`src/rtl/mips_bus_arbiter.sv`:
```
// mips_bus_arbiter
//   Shares one Avalon-MM master port between the instruction-fetch port (i_*)
//   and the data port (d_*) of a split-port MIPS core.
//
//   Arbitration is registered and round-robin. A granted transfer owns the bus
//   until it completes. A sticky flag records a transfer that stalls too long.
//
//   Ports:
//     clk, reset       clock; synchronous active-high reset
//     i_*              instruction read port (read-only slave side)
//     d_*              data read/write port (slave side)
//     address/read/write/byteenable/writedata/waitrequest/readdata
//                      Avalon master towards memory
//     bus_timeout      sticky; MAX_WAIT consecutive stalled cycles were seen
//                      (MAX_WAIT = 0 disables the check)
module mips_bus_arbiter #(
  parameter int ADDR_W   = 32,
  parameter int DATA_W   = 32,
  parameter int MAX_WAIT = 0
) (
  input  logic                clk,
  input  logic                reset,
  input  logic                i_read,
  input  logic [ADDR_W-1:0]   i_address,
  output logic                i_waitrequest,
  output logic [DATA_W-1:0]   i_readdata,
  input  logic                d_read,
  input  logic                d_write,
  input  logic [ADDR_W-1:0]   d_address,
  input  logic [DATA_W/8-1:0] d_byteenable,
  input  logic [DATA_W-1:0]   d_writedata,
  output logic                d_waitrequest,
  output logic [DATA_W-1:0]   d_readdata,
  output logic [ADDR_W-1:0]   address,
  output logic                read,
  output logic                write,
  output logic [DATA_W/8-1:0] byteenable,
  output logic [DATA_W-1:0]   writedata,
  input  logic                waitrequest,
  input  logic [DATA_W-1:0]   readdata,
  output logic                bus_timeout
);

  localparam int CNT_W = (MAX_WAIT < 1) ? 1 : $clog2(MAX_WAIT + 1);
  localparam logic [CNT_W:0] CNT_ONE = (CNT_W + 1)'(1);
  localparam logic [CNT_W:0] CNT_MAX = (CNT_W + 1)'(MAX_WAIT);

  typedef enum logic [1:0] {IDLE, GNT_I, GNT_D} state_t;

  state_t           state_q, state_d;
  logic             last_grant_q, last_grant_d;  // 0 = I, 1 = D
  logic [CNT_W-1:0] wait_cnt_q, wait_cnt_d;
  logic             bus_timeout_q, bus_timeout_d;

  logic             d_req;
  logic             stall;
  logic [CNT_W:0]   cnt_inc;

  assign d_req       = d_read | d_write;
  assign cnt_inc     = {1'b0, wait_cnt_q} + CNT_ONE;
  assign bus_timeout = bus_timeout_q;

  // Read data is a plain passthrough; requesters only sample it when their
  // waitrequest is low.
  assign i_readdata = readdata;
  assign d_readdata = readdata;

  always_comb begin
    state_d       = state_q;
    last_grant_d  = last_grant_q;
    address       = '0;
    read          = 1'b0;
    write         = 1'b0;
    byteenable    = '0;
    writedata     = '0;
    i_waitrequest = 1'b1;
    d_waitrequest = 1'b1;
    stall         = 1'b0;

    case (state_q)
      IDLE: begin
        // On a tie the port that did not win last time gets the bus.
        if (i_read && (!d_req || last_grant_q)) state_d = GNT_I;
        else if (d_req)                         state_d = GNT_D;
      end
      GNT_I: begin
        address       = i_address;
        read          = i_read;
        byteenable    = '1;
        i_waitrequest = waitrequest;
        if (!i_read) begin
          state_d = IDLE;  // requester abandoned the transfer
        end else if (!waitrequest) begin
          last_grant_d = 1'b0;
          state_d      = d_req ? GNT_D : IDLE;
        end else begin
          stall = 1'b1;
        end
      end
      GNT_D: begin
        address       = d_address;
        read          = d_read & ~d_write;  // write wins if both are raised
        write         = d_write;
        byteenable    = d_byteenable;
        writedata     = d_writedata;
        d_waitrequest = waitrequest;
        if (!d_req) begin
          state_d = IDLE;
        end else if (!waitrequest) begin
          last_grant_d = 1'b1;
          state_d      = i_read ? GNT_I : IDLE;
        end else begin
          stall = 1'b1;
        end
      end
      default: state_d = IDLE;
    endcase
  end

  // Stall counter: consecutive stalled granted cycles, saturating at MAX_WAIT.
  // The flag is set by the stalled cycle that brings the count to MAX_WAIT.
  always_comb begin
    wait_cnt_d    = '0;
    bus_timeout_d = bus_timeout_q;
    if (MAX_WAIT != 0 && stall) begin
      wait_cnt_d = (cnt_inc > CNT_MAX) ? wait_cnt_q : cnt_inc[CNT_W-1:0];
      if (cnt_inc >= CNT_MAX) bus_timeout_d = 1'b1;
    end
  end

  always_ff @(posedge clk) begin
    if (reset) begin
      state_q       <= IDLE;
      last_grant_q  <= 1'b1;
      wait_cnt_q    <= '0;
      bus_timeout_q <= 1'b0;
    end else begin
      state_q       <= state_d;
      last_grant_q  <= last_grant_d;
      wait_cnt_q    <= wait_cnt_d;
      bus_timeout_q <= bus_timeout_d;
    end
  end

endmodule

```
`config.mk`:
```
export PLATFORM = sky130hd
export DESIGN_NAME = mips_bus_arbiter
export DESIGN_NICKNAME = d
export VERILOG_FILES = /design/src/rtl/mips_bus_arbiter.sv
export SDC_FILE = /design/constraint.sdc
export NUM_CORES = 1
export LEC_CHECK = 0
export ABC_CLOCK_PERIOD_IN_PS = 2200
export CAP_MARGIN = 20
export CORE_AREA = 2 2 108 110
export DETAILED_ROUTE_END_ITERATION = 6
export DIE_AREA = 0 0 110 112
export GPL_TIMING_DRIVEN = 0
export PLACE_DENSITY = 0.62
export SYNTH_ARGS = -nofsm -noshare
export SYNTH_HDL_FRONTEND = slang
export SYNTH_SLANG_ARGS = --single-unit
```
`constraint.sdc`:
```
create_clock -name clk -period 2.2 [get_ports clk]
set_clock_uncertainty 0.15 [all_clocks]
set_input_delay 0.44 -clock clk [delete_from_list [all_inputs] [get_ports clk]]
set_output_delay 0.44 -clock clk [all_outputs]
set_load 0.1 [all_outputs]
```
==> impl_metrics.py, run 1 <==
metrics = {
    "sta": {
        "rsz0062_at_grt": "true",
        "period_minus_slack_ps": 2250,
        "fin_setup_tns_ps": -134,
        "finalHoldViolations": 0,
        "setup_viol": 4,
        "tightest_slew_ps": 976,
        "finalCritPeriodShare_pct": 102,
        "drv_slew": 0,
        "postLayoutSetupSlackWorst_ps": -46.2,
        "fmax_mhz": 445,
        "relSlewSlack_pct": 35.2,
    },
    "logic_synthesis": {
        "seq_area_frac_synth_pct": 3.79,
        "synth_top_family_by_area": "buffers and inverters",
        "synth_simple_gate_area_share_pct": 33.2,
        "synth_cell_types": 32,
        "syn_avg_cell_area_um2": 7.01,
        "synthMuxAreaShare_pct": 0.632,
        "synth-xor-area-share_pct": 0,
        "netlist_area_um2": 1580,
        "ys_seq_elements": 3,
        "yosys_warnings": 0,
        "synth-adder-area-share_pct": 3.16,
        "syn-num-nets": 368,
        "synth-compound-area-share_pct": 22.5,
        "synth_cells": 226,
    },
    "placed_design": {
        "dp_worst_setup_slack_ps": -1190,
        "hpwlAfterDp_um": 7070,
        "gp_congestion": 0.817,
        "port_buffers": 241,
    },
    "route": {
        "drcViolationCount": 0,
        "drtIter0Drc": 93,
        "dr_total_vias": 2525,
        "routedWlPerCell_um": 14.2,
        "final_antenna_net_count": 0,
        "wirelength_um": 8860,
        "dr.pass1.iters": 4,
        "vias_per_cell": 4.04,
    },
    "global_route": {
        "grt_use_total_pct": 13.1,
        "grt_first_pass_wirelength_um": 12600,
        "grt_pass1_vias": 2487,
        "grt_overflow": 0,
        "grt_antenna_before_repair": 0,
        "grt_util_met1_pct": 13.9,
        "top_usage_layer": "met2",
        "grtUsageMet3_pct": 3.40,
        "use_met2_pct": 25.5,
        "grt_max_degree": 11,
    },
    "critical_path": {
        "cp.arrival_ps": 1660,
        "rrSetupSlack_ps": 460,
        "end_kind": "output port",
        "criticalPathCategory": "flop to output port",
        "critPathMaxFanout": 8,
        "start_kind": "flop",
        "timing.rr.end": "state_q[1]$_SDFFE_PP0P_",
        "r2r_cells": 5,
        "r2r_start": "state_q[0]$_SDFFE_PP0P_",
        "required_ps": 1610,
    },
    "clocking": {
        "hold_buffers": 0,
        "htree_levels": 1,
        "clk_pin_slew_ps": 30,
        "cts_tree": "yes",
        "cts.sinks": 3,
        "worstSkewPairLatency_ps": 230,
        "root_buffer": "clkbuf_16",
        "clockBufferDepth": 2,
        "numCtsBuffers": 3,
    },
    "status": {
        "run_status": "finished with violations",
        "violations": "negative setup slack",
    },
    "finish": {
        "syn2layout_area_growth_pct": 220,
        "diodes": 0,
        "nets": 625,
        "final_common_cell": "clkdlybuf4s50_1",
        "nFillCells": 1072,
        "drive_gt1_share_pct": 55.8,
        "layout_common_cells": "105 x clkdlybuf4s50_1, 77 x buf_4, 64 x dlygate4sd2_1",
    },
    "hold_path": {
        "min_to": "last_grant_q$_SDFFE_PP1P_",
        "min_from": "last_grant_q$_SDFFE_PP1P_",
        "worst_hold_path_type": "flop to flop",
        "hold_depth": 2,
    },
    "floorplanning": {
        "die-width_um": 110,
        "fp.dieArea_um2": 12300,
        "core-area_um2": 11200,
        "die_h_um": 112,
        "num_io_pins": 275,
        "row_count": 39,
        "initial_core_util_pct": 14.2,
    },
    "pwr": {
        "power_density_nw_per_um2": 900,
        "p_leak_uw": 0.00219,
        "ir_drop_mv": 0.405,
    },
    "run": {
        "drv_cap": 0,
    },
}
==> Yosys cell counts <==
cell | n | share of area, %
buf_4 | 65 | 31
nor2b_1 | 36 | 14
and2_1 | 34 | 13
a22oi_1 | 32 | 15
clkbuf_1 | 11 | 2.6
a21oi_1 | 5 | 1.6
ha_1 | 4 | 3.2
dfxtp_1 | 3 | 3.8
inv_1 | 3 | 0.71
nand2b_1 | 3 | 1.2
nor2_1 | 3 | 0.71
o211ai_1 | 3 | 1.4
a311oi_1 | 2 | 1.1
buf_1 | 2 | 0.47
nand2_1 | 2 | 0.47
o21ai_0 | 2 | 0.63
a211o_1 | 1 | 0.55
a2bb2oi_1 | 1 | 0.55
a31oi_1 | 1 | 0.40
a41o_1 | 1 | 0.63
and2_2 | 1 | 0.47
and3b_1 | 1 | 0.55
buf_2 | 1 | 0.32
buf_6 | 1 | 0.71
clkbuf_8 | 1 | 0.87
conb_1 | 1 | 0.24
mux2i_1 | 1 | 0.63
nand3_1 | 1 | 0.32
nor4_1 | 1 | 0.40
o21bai_1 | 1 | 0.47
or2b_2 | 1 | 0.55
or4b_4 | 1 | 0.87
==> state kept, by name, summed over array words and instances (netlist names) <==
signal	flops
state_q	2
last_grant_q	1
==> critical path: stages (launching register included) <==
cell	delay [ps]
dfxtp_4	340
buf_6	120
ha_4	160
buf_8	130
clkbuf_16	160
buf_8	130
a21oi_4	160
nor2b_4	60
buf_12	160
==> power by group <==
group / switching (µW) / internal (µW) / leakage [µW] / total, µW
sequential: 17.2 / 72.7 / 0.0000260 / 89.9
clock: 60.9 / 240 / 0.0000382 / 301
combinational: 2650 / 1520 / 0.00213 / 4170
total: 2730 / 1830 / 0.00219 / 4560
==> layer usage <==
| metal | up-vias | part of all wire, % |
|---|---|---|
| li1 | 1210 | - |
| met1 | 1156 | 35 |
| met2 | 149 | 54 |
| met3 | 10 | 10 |
| met4 | 0 | 1.0 |
| met5 | - | 0 |
==> cell type report <==
type / count / area, µm² / share of cell area, %
multi-input cells: 139 / 1310 / 25.8
plain buffers: 80 / 657 / 13.0
flip-flops and latches: 3 / 67.6 / 1.33
inverters: 3 / 16.3 / 0.321
repair buffers: 253 / 2760 / 54.5
clock buffers: 4 / 78.8 / 1.56
well taps: 143 / 179 / 3.53
==> how the worst max path moves through the flow <==
stage	slack, ps	cells past startpoint	startpoint	end
CTS	-60	7	state_q[1]$_SDFFE_PP0P_	byteenable[2]
global placement	-1170	5	state_q[0]$_SDFFE_PP0P_	read
floorplan	-290	4	state_q[0]$_SDFFE_PP0P_	address[10]
finish	-50	8	state_q[1]$_SDFFE_PP0P_	byteenable[0]
global route	-80	8	state_q[1]$_SDFFE_PP0P_	byteenable[0]
detailed placement	-1190	5	state_q[0]$_SDFFE_PP0P_	read
==> logic make-up (layout without fill, tap and decap cells) <==
| group | Yosys count | in the layout |
|---|---|---|
| AOI/OAI and AO/OA | 49 | 49 |
| adders and majority gates | 4 | 4 |
| buffers and inverters | 84 | 340 |
| DFF | 3 | 3 |
| muxes | 1 | 1 |
| other | 1 | 1 |
| and+or+nand+nor | 84 | 84 |
==> repair_timing <==
action,in CTS,in global routing
gates cloned,1,0
buffers inserted,7,4
hold endpoints to repair,0,0
gates resized for setup,651,52
setup endpoints to repair,136,66
pin swaps,2,6
==> stage by stage <==
step	hold slack [ps]	cells	instance area (µm²)	power [µW]	utilization [%]
3_5_place_dp	350	610	4370	3660	39.1
2_1_floorplan	333	226	1780	2810	-
5_1_grt	392	625	5070	4730	45.4
3_3_place_gp	359	610	4370	3640	39.1
6_report	351	625	5070	4560	45.4
4_1_cts	355	622	4850	4410	43.4
(Power assumes the default switching activity.)
==> run 2: changes to the inputs <==
--- a/config.mk
+++ b/config.mk
@@ -5,7 +5,6 @@
 export SDC_FILE = /design/constraint.sdc
 export NUM_CORES = 1
 export LEC_CHECK = 0
-export ABC_CLOCK_PERIOD_IN_PS = 2200
 export CAP_MARGIN = 20
 export CORE_AREA = 2 2 108 110
 export DETAILED_ROUTE_END_ITERATION = 6
==> results of run 2 <==
Final layout, timing and power as in run 1 (identical DEF).
==> run 3: changes to the inputs <==
--- a/config.mk
+++ b/config.mk
@@ -6,11 +6,14 @@
 export NUM_CORES = 1
 export LEC_CHECK = 0
 export CAP_MARGIN = 20
-export CORE_AREA = 2 2 108 110
+export CELL_PAD_IN_SITES_DETAIL_PLACEMENT = 0
+export CELL_PAD_IN_SITES_GLOBAL_PLACEMENT = 2
+export CORE_MARGIN = 2
+export CORE_UTILIZATION = 10
 export DETAILED_ROUTE_END_ITERATION = 6
-export DIE_AREA = 0 0 110 112
 export GPL_TIMING_DRIVEN = 0
-export PLACE_DENSITY = 0.62
+export PLACE_DENSITY = 0.95
+export RECOVER_POWER = 25
 export SYNTH_ARGS = -nofsm -noshare
 export SYNTH_HDL_FRONTEND = slang
 export SYNTH_SLANG_ARGS = --single-unit
==> run 3 against run 2 <==
The flow still finishes with violations (negative setup slack); die area rose by 37%; critical path depth is the same; fmax increased by 0.46%.
==> impl_metrics.py, run 3 (synthesis results as in run 1) <==
metrics = {
    "sta": {
        "tightest_slew_ps": 1180,
        "finalHoldViolations": 0,
        "rsz0062_at_grt": "true",
        "drv_slew": 0,
        "relSlewSlack_pct": 21.6,
        "period_minus_slack_ps": 2240,
        "postLayoutSetupSlackWorst_ps": -35.9,
        "finalCritPeriodShare_pct": 102,
        "setup_viol": 2,
        "fmax_mhz": 447,
    },
    "route": {
        "final_antenna_net_count": 0,
        "dr.pass1.iters": 4,
        "vias_per_cell": 3.61,
        "wirelength_um": 9950,
        "drcViolationCount": 0,
        "dr_total_vias": 2522,
        "drtIter0Drc": 43,
        "routedWlPerCell_um": 14.2,
    },
    "pwr": {
        "pwr-share-comb_pct": 92.1,
        "clkPwrFrac_pct": 6.1,
        "ir_drop_mv": 0.260,
        "p_sw_share_pct": 58.2,
        "p_int_uw": 2020,
        "power_density_nw_per_um2": 898,
        "power_switching_uw": 2810,
        "power_frac_seq_pct": 1.8,
        "p_leak_uw": 0.00220,
    },
    "finish": {
        "layout_common_cells": "105 x clkdlybuf4s50_1, 74 x buf_4, 49 x buf_12",
        "multi_input_area_um2": 1350,
        "largest_register_ffs": 2,
        "instances_no_fill": 699,
        "diodes": 0,
        "final_design_area_no_fill_um2": 5380,
        "nFillCells": 1627,
        "syn2layout_area_growth_pct": 240,
        "regMostFlops": "state_q",
        "final_core_util_pct": 34.4,
        "reg_top3": "state_q x2, last_grant_q x1",
        "drive_gt1_share_pct": 56.5,
        "nets": 626,
        "seq_area_um2": 65.1,
        "final_common_cell": "clkdlybuf4s50_1",
    },
    "clocking": {
        "cts_tree": "yes",
        "numCtsBuffers": 3,
        "clk_pin_slew_ps": 30,
        "hold_buffers": 0,
        "clockBufferDepth": 2,
        "root_buffer": "clkbuf_16",
        "cts.sinks": 3,
        "htree_levels": 1,
        "worstSkewPairLatency_ps": 230,
    },
    "placed_design": {
        "gp_congestion": 0.754,
        "port_buffers": 241,
        "hpwlAfterDp_um": 7530,
        "dp_worst_setup_slack_ps": -1250,
        "post-place-cells": 683,
        "dpl_cell_area_um2": 4460,
    },
    "status": {
        "violations": "negative setup slack",
        "run_status": "finished with violations",
    },
    "critical_path": {
        "start_kind": "flop",
        "slowest_stage": "dfxtp_4",
        "critPathMaxFanout": 5,
        "cp.arrival_ps": 1650,
        "cp_cell_sequence": "buf_6 -> ha_4 -> clkbuf_16 -> clkbuf_16 -> nand2_4 -> o21ai_2 -> and2_4 -> buf_12",
        "end_kind": "output port",
        "criticalPathCategory": "flop to output port",
        "crit_top_cell": "clkbuf_16",
        "max_stage_delay_ps": 360,
        "cp-startpoint": "state_q[1]$_SDFFE_PP0P_",
        "path_delay_family": "buffers and inverters",
        "required_ps": 1610,
        "r2r_start": "state_q[1]$_SDFFE_PP0P_",
        "path_buf_inv": 4,
    },
    "floorplanning": {
        "die_h_um": 130,
        "die-width_um": 130,
        "core-area_um2": 15700,
        "row_count": 46,
        "fp.dieArea_um2": 16900,
        "num_io_pins": 275,
        "initial_core_util_pct": 10.1,
    },
    "hold_path": {
        "min_from": "last_grant_q$_SDFFE_PP1P_",
        "worst_hold_path_type": "flop to flop",
    },
    "run": {
        "drv_cap": 0,
    },
    "global_route": {
        "grt_overflow": 0,
        "grt_first_pass_wirelength_um": 13300,
        "grt_use_total_pct": 10.2,
        "grt_max_degree": 11,
        "grt_antenna_before_repair": 0,
        "grt_pass1_vias": 2506,
    },
}
run 3: worst paths after layout:
check	to	slack, ps	cells past startpoint
worst max register to register	state_q[0]$_SDFFE_PP0P_	410	8
worst min register to register	last_grant_q$_SDFFE_PP1P_	350	2
worst max-delay path	read	-40	8
worst min-delay path	last_grant_q$_SDFFE_PP1P_	350	2
run 3: cell type report:
class	instances	share of cell area, %
Inverter	3	0.256
Multi-Input combinational cell	139	25.1
Tap cell	216	5.02
Sequential cell	3	1.21
Buffer	80	12.4
Timing Repair Buffer	254	54.5
Clock buffer	4	1.46
run 3: stage by stage:
stage          power (µW)  hold WS (ps)  TNS [ps]
2_1_floorplan        2810           333     -6330
3_3_place_gp         3670           358    -72740
3_5_place_dp         3690           351    -75530
4_1_cts              4580           356      -493
5_1_grt              5010           377     -1530
6_report             4830           351     -70.9
run 3: power groups by stage:
| stage | logic [µW] | clock network, µW | registers [µW] |
|---|---|---|---|
| global placement | 3590 | 0 | 78.1 |
| detailed placement | 3620 | 0 | 78.6 |
| global route | 4610 | 307 | 89.7 |
| CTS | 4200 | 299 | 85.2 |
| finish | 4450 | 296 | 87.6 |
| floorplan | 2730 | 0 | 76.5 |
run 3: timing repair:
action                     CTS  global route
resized for setup          670            94
pin swaps                    8             2
buffers inserted            11             0
gates cloned                 3             0
setup endpoints to repair  136            70
run 3: per-layer routing:
| metal | wire [µm] | vias to the layer above | track usage (%) |
|---|---|---|---|
| li1 | - | 1213 | - |
| met5 | 0 | - | 0 |
| met3 | 589 | 8 | 1.39 |
| met2 | 5580 | 123 | 20.3 |
| met1 | 3680 | 1178 | 11.6 |
| met4 | 96 | 0 | 1.71 |
run 3: worst min-delay path, cell delays in order (launching register included):
cell and delay (ps):
dfxtp_1 290, nor2_1 90, a21oi_1 60
